$ cat config.mk
export PLATFORM = sky130hd
export DESIGN_NAME = prl_tx_message_path
export DESIGN_NICKNAME = d
export VERILOG_FILES = /design/src/rtl/prl_tx_message_path.sv
export SDC_FILE = /design/constraint.sdc
export NUM_CORES = 1
export LEC_CHECK = 0
export ABC_AREA = 1
export CAP_MARGIN = 25
export CORE_UTILIZATION = 48
export DETAILED_ROUTE_END_ITERATION = 6
export PLACE_DENSITY = 0.84
export REMOVE_ABC_BUFFERS = 1
export SYNTH_ARGS = -nofsm -noshare
export SYNTH_HDL_FRONTEND = slang
export SYNTH_SLANG_ARGS = --single-unit
export TNS_END_PERCENT = 5
$ cat constraint.sdc
create_clock -name clk -period 2.88 [get_ports clk]
set_clock_uncertainty 0.2 [all_clocks]
set_input_delay 0.432 -clock clk [delete_from_list [all_inputs] [get_ports clk]]
set_output_delay 0.432 -clock clk [all_outputs]
set_load 0.05 [all_outputs]
$ cat src/rtl/prl_tx_message_path.sv
// prl_tx_message_path: assembles PD message header, extended header and data objects
// and streams them LSB-byte-first to the PHY under a byte-pull handshake.
module prl_tx_message_path #(
    parameter int MAX_DATA_OBJ = 7
) (
    input  logic        clk,
    input  logic        rst,
    input  logic        prl_tx_message_req,
    input  logic [2:0]  prl_tx_sop_type,
    input  logic [1:0]  prl_tx_message_type,
    input  logic [4:0]  prl_tx_header_type,
    input  logic [2:0]  prl_tx_message_id,
    input  logic [2:0]  prl_tx_num_data_obj,
    input  logic        prl_tx_port_data_role,
    input  logic [1:0]  prl_tx_spec_rev,
    input  logic        prl_tx_port_power_role,
    input  logic [8:0]  prl_tx_ex_data_size,
    input  logic [31:0] prl_tx_data_obj,
    output logic [2:0]  prl_tx_data_obj_idx,
    output logic        prl_tx_busy,
    output logic        prl_tx_message_done,
    output logic [1:0]  prl_tx_message_result,
    output logic        prl2phy_tx_packet_en,
    output logic [2:0]  prl2phy_tx_packet_type,
    output logic [7:0]  prl2phy_tx_payload,
    output logic        prl2phy_tx_payload_last,
    input  logic        phy2prl_tx_payload_req,
    input  logic        phy2prl_tx_packet_done,
    input  logic [1:0]  phy2prl_tx_packet_result
);
    typedef enum logic [2:0] {IDLE, HEADER, EXT_HEADER, DATA, WAIT_DONE} state_t;
    state_t      state_q;
    logic [7:0]  hdr_hi_q, payload_q;
    logic [15:0] ext_hdr_q;
    logic [2:0]  ndo_q, cnt_q, idx_q, type_q;
    logic        ext_q, busy_q, done_q, pkt_en_q, last_q;
    logic [1:0]  result_q;
    logic        is_ext, is_ctrl, is_hard, last_obj, adv;
    logic [2:0]  ndo_d;
    logic [15:0] hdr_d, ext_hdr_d;
    logic [1:0]  byte_sel;
    logic [7:0]  byte_d;
    assign is_ext    = prl_tx_message_type == 2'd2;
    assign is_ctrl   = prl_tx_message_type == 2'd0 || prl_tx_message_type == 2'd3;
    assign is_hard   = prl_tx_sop_type >= 3'd3;
    assign ndo_d     = is_ctrl ? 3'd0 :
                       int'(prl_tx_num_data_obj) > MAX_DATA_OBJ ? 3'(MAX_DATA_OBJ) : prl_tx_num_data_obj;
    assign hdr_d     = {is_ext, ndo_d, prl_tx_message_id, prl_tx_port_power_role,
                        prl_tx_spec_rev, prl_tx_port_data_role, prl_tx_header_type};
    assign ext_hdr_d = {1'b1, 4'h0, 1'b0, 1'b0, prl_tx_ex_data_size};
    assign last_obj  = idx_q == ndo_q - 3'd1;
    // the index moves in the consume cycle so the next object's byte 0 is fetched in time
    assign adv       = state_q == DATA && cnt_q == 3'd3 && phy2prl_tx_payload_req &&
                       !phy2prl_tx_packet_done && !last_obj;
    assign byte_sel  = cnt_q[1:0] + 2'd1;
    assign byte_d    = prl_tx_data_obj[{byte_sel, 3'b000} +: 8];
    assign prl_tx_data_obj_idx     = idx_q + {2'b00, adv};
    assign prl_tx_busy             = busy_q;
    assign prl_tx_message_done     = done_q;
    assign prl_tx_message_result   = result_q;
    assign prl2phy_tx_packet_en    = pkt_en_q;
    assign prl2phy_tx_packet_type  = type_q;
    assign prl2phy_tx_payload      = payload_q;
    assign prl2phy_tx_payload_last = last_q;
    always_ff @(posedge clk) begin
        if (rst) begin
            state_q   <= IDLE;
            hdr_hi_q  <= '0;
            ext_hdr_q <= '0;
            ndo_q     <= '0;
            ext_q     <= 1'b0;
            cnt_q     <= '0;
            idx_q     <= '0;
            type_q    <= '0;
            busy_q    <= 1'b0;
            done_q    <= 1'b0;
            pkt_en_q  <= 1'b0;
            last_q    <= 1'b0;
            result_q  <= '0;
            payload_q <= '0;
        end else begin
            pkt_en_q <= 1'b0;
            done_q   <= 1'b0;
            if (state_q == IDLE) begin
                if (prl_tx_message_req && !done_q) begin
                    hdr_hi_q  <= hdr_d[15:8];
                    ext_hdr_q <= ext_hdr_d;
                    ndo_q     <= ndo_d;
                    ext_q     <= is_ext;
                    type_q    <= prl_tx_sop_type;
                    busy_q    <= 1'b1;
                    pkt_en_q  <= 1'b1;
                    cnt_q     <= '0;
                    idx_q     <= '0;
                    last_q    <= 1'b0;
                    payload_q <= is_hard ? 8'h00 : hdr_d[7:0];
                    state_q   <= is_hard ? WAIT_DONE : HEADER;
                end
            end else if (phy2prl_tx_packet_done) begin
                // an early finish with an ok status still means the payload was cut short
                result_q  <= (state_q != WAIT_DONE && phy2prl_tx_packet_result == 2'd0) ?
                             2'h3 : phy2prl_tx_packet_result;
                state_q   <= IDLE;
                busy_q    <= 1'b0;
                done_q    <= 1'b1;
                cnt_q     <= '0;
                last_q    <= 1'b0;
                payload_q <= '0;
            end else if (phy2prl_tx_payload_req && state_q != WAIT_DONE) begin
                case (state_q)
                    HEADER: begin
                        if (cnt_q == 3'd0) begin
                            payload_q <= hdr_hi_q;
                            cnt_q     <= 3'd1;
                            last_q    <= !ext_q && ndo_q == 3'd0;
                        end else begin
                            cnt_q     <= '0;
                            last_q    <= 1'b0;
                            state_q   <= ext_q ? EXT_HEADER : ndo_q != 3'd0 ? DATA : WAIT_DONE;
                            payload_q <= ext_q ? ext_hdr_q[7:0] :
                                         ndo_q != 3'd0 ? prl_tx_data_obj[7:0] : 8'h00;
                        end
                    end
                    EXT_HEADER: begin
                        if (cnt_q == 3'd0) begin
                            payload_q <= ext_hdr_q[15:8];
                            cnt_q     <= 3'd1;
                            last_q    <= ndo_q == 3'd0;
                        end else begin
                            cnt_q     <= '0;
                            last_q    <= 1'b0;
                            state_q   <= ndo_q != 3'd0 ? DATA : WAIT_DONE;
                            payload_q <= ndo_q != 3'd0 ? prl_tx_data_obj[7:0] : 8'h00;
                        end
                    end
                    default: begin
                        if (cnt_q != 3'd3) begin
                            payload_q <= byte_d;
                            cnt_q     <= cnt_q + 3'd1;
                            last_q    <= cnt_q == 3'd2 && last_obj;
                        end else begin
                            cnt_q     <= '0;
                            last_q    <= 1'b0;
                            state_q   <= last_obj ? WAIT_DONE : DATA;
                            payload_q <= last_obj ? 8'h00 : prl_tx_data_obj[7:0];
                            idx_q     <= last_obj ? idx_q : idx_q + 3'd1;
                        end
                    end
                endcase
            end
        end
    end
endmodule

==> run summary <==
For this run, the register share of the synthesized area comes to 30.4%. During synthesis, Yosys emitted a total of 0 warnings. The largest total area in the synthesized netlist belongs to sky130_fd_sc_hd__dfxtp_1.

After floorplanning, the core was sized to cover 5680 sq um. The slowest stage of the critical path belongs to the cell sky130_fd_sc_hd__dfxtp_2. The tools report the clock latency on the worst-skew pair as 0.31 ns. For the worst setup path, the data arrival time is 2.17 ns. The global-route wire length before repair was 14.2 mm; the net load switching power was 1.44 mW.

The TritonCTS buffer count is 5, and the maximum vdd ir drop is 515 uV. Counting both buffers and inverters, the worst setup path holds a total of 3. The run finished with clean final reports.

The startpoint identified for the worst register-to-register timing path is cnt_q[0]$_SDFFE_PP0P_. Clock-pin slew was measured on the worst setup and hold paths at 0.09 ns. For this run, the slowest stage of the critical path takes 0.36 ns. Averaged over all synthesized cells, the footprint is 6.14 sq um. The final routed wire length divided by cell count works out to 13.4 um. The logs give 54.9% for the share of total power in combinational logic and 28.3% for the share of total power in sequential cells. The final hold violation count came out at 0. The total inserted antenna cells came out at 0.

Yosys instantiated no cell more often than sky130_fd_sc_hd__nand2_1. Based on the critical path, the design can be clocked at up to 356 MHz. Counting flops with an async set or reset pin after synthesis yields a share of 0%. The total power divided by cell area was 756 nW/um^2.

The half-perimeter wire length after placement is 6.26 mm. The share of synthesized area in the top cell type comes to 30.4%. The number of pins with negative max-slew slack in the final report came out at 0.

Start-to-end type of the worst setup path: register to output pin. Setup repair after global routing could not meet its margin everywhere. The number of sinks handled by clock tree synthesis is 44. Cells with a size suffix above 1 make up 9.84% of the layout. The starting density of the core was 51.1%. The worst reg2reg path depth is 10, and the number of cells traversed by the worst hold path is 2.

For this block, the initial DRC count from the detailed router was 207. Startpoint kind of the worst setup timing path: a register. The cell repeated most along the worst path was sky130_fd_sc_hd__nand2_1. Following the worst setup path forward leads to its endpoint at prl_tx_data_obj_idx[2].

The count of cells in the finished layout, fillers not included, comes to 631. For this design the top-level I/O count stands at 88. In this run the deepest clock path goes through 2 buffers. Across all hold checks on the routed design, the worst slack comes to 0.265 ns.

The number of gates on the worst path with buffers counted came out at 13. In the post-synthesis netlist, the biggest area contributors are sky130_fd_sc_hd__dfxtp_1 30%, sky130_fd_sc_hd__nand2_1 19%, sky130_fd_sc_hd__nand3_1 13%. The headroom to the max-slew limit came out at 62.5%. In the final design database the tool counted 635 nets. In this run the core area contains 27 standard-cell rows. The worst register-to-register path has a setup slack of 0.51 ns. The floorplan die area came out at 6350 sq um. The number of global-route vias before repair was 3291.

Timing startpoint of the critical path: hdr_hi_q[4]$_SDFFE_PP0P_. For the last weighted congestion value of the routability-driven placer, the log shows 0.929. Traced cell by cell, the critical path runs through inv_4 > ha_4 > inv_2 > nand2_2 > nand3b_1 > nand2_1 > nand2_1 > nand2_1 > nor4_2 > ha_2 > ha_4 > xor2_4 > buf_12. Among all flip-flop cells after synthesis, the most frequent one is sky130_fd_sc_hd__dfxtp_1. Before antenna repair, the detailed router went through 4 iterations. The worst reg2reg path endpoint was prl2phy_tx_payload[2]$_SDFFE_PP0P_. The area added between synthesis and finish was 40.4%. For this design, the CTS-stage hold fixing added 0 buffers. In this design, the largest share of critical-path delay is due to adder cells. During placement, the flow inserted port buffers numbering 87. For this run, design rule violations remaining after detail routing come to 0.

Dividing the detail-routed via count by the number of cells gives 5.39. The post-route fraction of the period consumed by the critical path was 97.4%. Global routing consumed, over all layers together, 28.1% of the routing resources. The final layout contains routed wiring with a total length of 8.44 mm.

The minimum clock period after layout came out at 2.81 ns. The detail route stage leaves a number of antenna-violating nets equal to 0. The root buffer cell chosen for the clock tree is sky130_fd_sc_hd__clkbuf_8.

The worst hold path class was register to register. The die boundary width is 79.7 um, and the final count of negative-setup-slack endpoints is 0. The run gives 493 as the number of fill cells. Across the run, the number of max-cap violations was 0. Yosys mapped a number of flops with a built-in enable equal to 0.

The initial antenna violation count came out at 0. For the pin with the worst max-slew slack, the measured transition is 0.561 ns. The maximum number of pins on one net before global-route repair is 23, and the number of H-tree levels is 2.

The internal power came out at 1.64 mW. The residual overflow from global routing was 0; the vias after detailed routing was 3398. Floorplan die height: 79.7 um. The clock network fraction of design power came out at 16.8%. At the worst endpoint, the required time is 2.25 ns. TritonCTS built the clock tree. In this run the worst path has a maximum fanout of 3. By count the netlist is led by 144 x sky130_fd_sc_hd__nand2_1, 76 x sky130_fd_sc_hd__nand3_1, 45 x sky130_fd_sc_hd__a21oi_1. The synthesized netlist contains 33 unique library cells. Synthesis handed over a netlist of 472 instances. For the number of instances in the placed design, the log shows 621. The tools report the static leakage as 1.78 nW. In this run, synthesis produced a sequential element count of 44. The worst setup path is captured at an output pin. Switching part of the total power: 46.7%. The netlist area before placement came out at 2900 sq um.
## worst min path at each step
stage                          startpoint                          to  slack [ns]
3_5_place_dp   ext_hdr_q[15]$_SDFFE_PP0P_  ext_hdr_q[15]$_SDFFE_PP0P_        0.25
4_1_cts        ext_hdr_q[15]$_SDFFE_PP0P_  ext_hdr_q[15]$_SDFFE_PP0P_        0.27
2_1_floorplan  ext_hdr_q[15]$_SDFFE_PP0P_  ext_hdr_q[15]$_SDFFE_PP0P_        0.23
6_report       ext_hdr_q[15]$_SDFFE_PP0P_  ext_hdr_q[15]$_SDFFE_PP0P_        0.26
5_1_grt         ext_hdr_q[3]$_SDFFE_PP0P_   ext_hdr_q[3]$_SDFFE_PP0P_        0.30
3_3_place_gp   ext_hdr_q[15]$_SDFFE_PP0P_  ext_hdr_q[15]$_SDFFE_PP0P_        0.24
## cell type report
type | instances | area, sq um | area share, %
inverters | 50 | 193 | 4.74
flip-flops and latches | 44 | 883 | 21.7
clock inverters | 2 | 38.8 | 0.953
multi-input cells | 357 | 1800 | 44.1
well taps | 72 | 90.1 | 2.21
clock buffers | 6 | 82.6 | 2.03
repair buffers | 100 | 986 | 24.2
## sequential cells by signal, summed over array words and instances, names as in the netlist, 2 cells and up
name                    count
prl2phy_tx_packet_type      3
hdr_hi_q                    8
prl2phy_tx_payload          8
state_q                     3
cnt_q                       3
ext_hdr_q                  10
idx_q                       3
prl_tx_message_result       2
## power groups by stage
| stage | combinational, mW | clock (mW) | sequential, mW |
|---|---|---|---|
| 2_1_floorplan | 0.904 | 0 | 1.09 |
| 6_report | 1.69 | 0.515 | 0.871 |
| 4_1_cts | 1.68 | 0.517 | 0.869 |
| 5_1_grt | 1.87 | 0.536 | 0.892 |
| 3_3_place_gp | 1.61 | 0 | 0.870 |
| 3_5_place_dp | 1.64 | 0 | 0.874 |
## cell families after synthesis
group | after synthesis | synth area share (%)
XOR/XNOR | 4 | 1.21
buffers and inverters | 71 | 10.1
AO/OA/AOI/OAI | 75 | 13.5
flip-flops | 44 | 30.4
adder cells (fa/ha/maj) | 9 | 3.88
AND/OR/NAND/NOR | 269 | 41.0
## what timing repair did
item,CTS,global route
setup buffers,2,0
gates resized for setup,17,1
pin swaps,6,5
setup endpoints to repair,2,2
## placed cells by master (no fill, tap or decap), types with 2 or more instances in the layout
cell type | Yosys | layout
sky130_fd_sc_hd__nand2_2 | 1 | 3
sky130_fd_sc_hd__nand3_1 | 76 | 76
sky130_fd_sc_hd__nand3_2 | 2 | 2
sky130_fd_sc_hd__xnor2_1 | 2 | 2
sky130_fd_sc_hd__clkinv_1 | 2 | 2
sky130_fd_sc_hd__ha_4 | 0 | 3
sky130_fd_sc_hd__buf_4 | 2 | 14
sky130_fd_sc_hd__nand2_1 | 144 | 142
sky130_fd_sc_hd__clkbuf_8 | 0 | 6
sky130_fd_sc_hd__o21ai_0 | 23 | 23
sky130_fd_sc_hd__inv_1 | 42 | 39
sky130_fd_sc_hd__buf_12 | 0 | 2
sky130_fd_sc_hd__inv_4 | 0 | 2
sky130_fd_sc_hd__a21oi_1 | 45 | 45
sky130_fd_sc_hd__dfxtp_2 | 0 | 2
sky130_fd_sc_hd__ha_1 | 9 | 5
sky130_fd_sc_hd__nor2_4 | 2 | 2
sky130_fd_sc_hd__nor2_1 | 35 | 35
sky130_fd_sc_hd__clkdlybuf4s50_1 | 0 | 84
sky130_fd_sc_hd__o21ai_1 | 2 | 2
sky130_fd_sc_hd__o211ai_1 | 2 | 2
sky130_fd_sc_hd__inv_2 | 6 | 7
sky130_fd_sc_hd__nor2_2 | 2 | 2
sky130_fd_sc_hd__dfxtp_1 | 44 | 42
## worst reg2reg max path: cells and delay by family, from the launching register on
family / cells / cell delay, ns
AND/OR/NAND/NOR: 5 / 0.89
buffers and inverters: 2 / 0.36
flip-flops: 1 / 0.34
AO/OA/AOI/OAI: 2 / 0.28
adder cells (fa/ha/maj): 1 / 0.23
## per-layer routing
layer | vias up | global-route usage [%] | routed length (um)
li1 | 1692 | - | -
met2 | 128 | 49.3 | 4050
met5 | - | 0 | 0
met4 | 0 | 12.5 | 234
met1 | 1556 | 33.9 | 3620
met3 | 22 | 3.54 | 538
## through the flow
stage | setup TNS [ns] | worst slack (ns) | total power [mW] | utilization [%] | cell area [sq um]
after global routing | -0.0636 | -0.0636 | 3.30 | 71.7 | 4070
after global placement | 0 | 0.215 | 2.48 | 67.9 | 3850
after CTS | -0.0631 | -0.0631 | 3.06 | 71.5 | 4060
after floorplan | -0.339 | -0.339 | 2.00 | - | 2790
after detailed placement | 0 | 0.103 | 2.52 | 67.9 | 3850
final | 0 | 0.0738 | 3.08 | 71.7 | 4070
No activity file was read; power rests on OpenSTA's default activity.
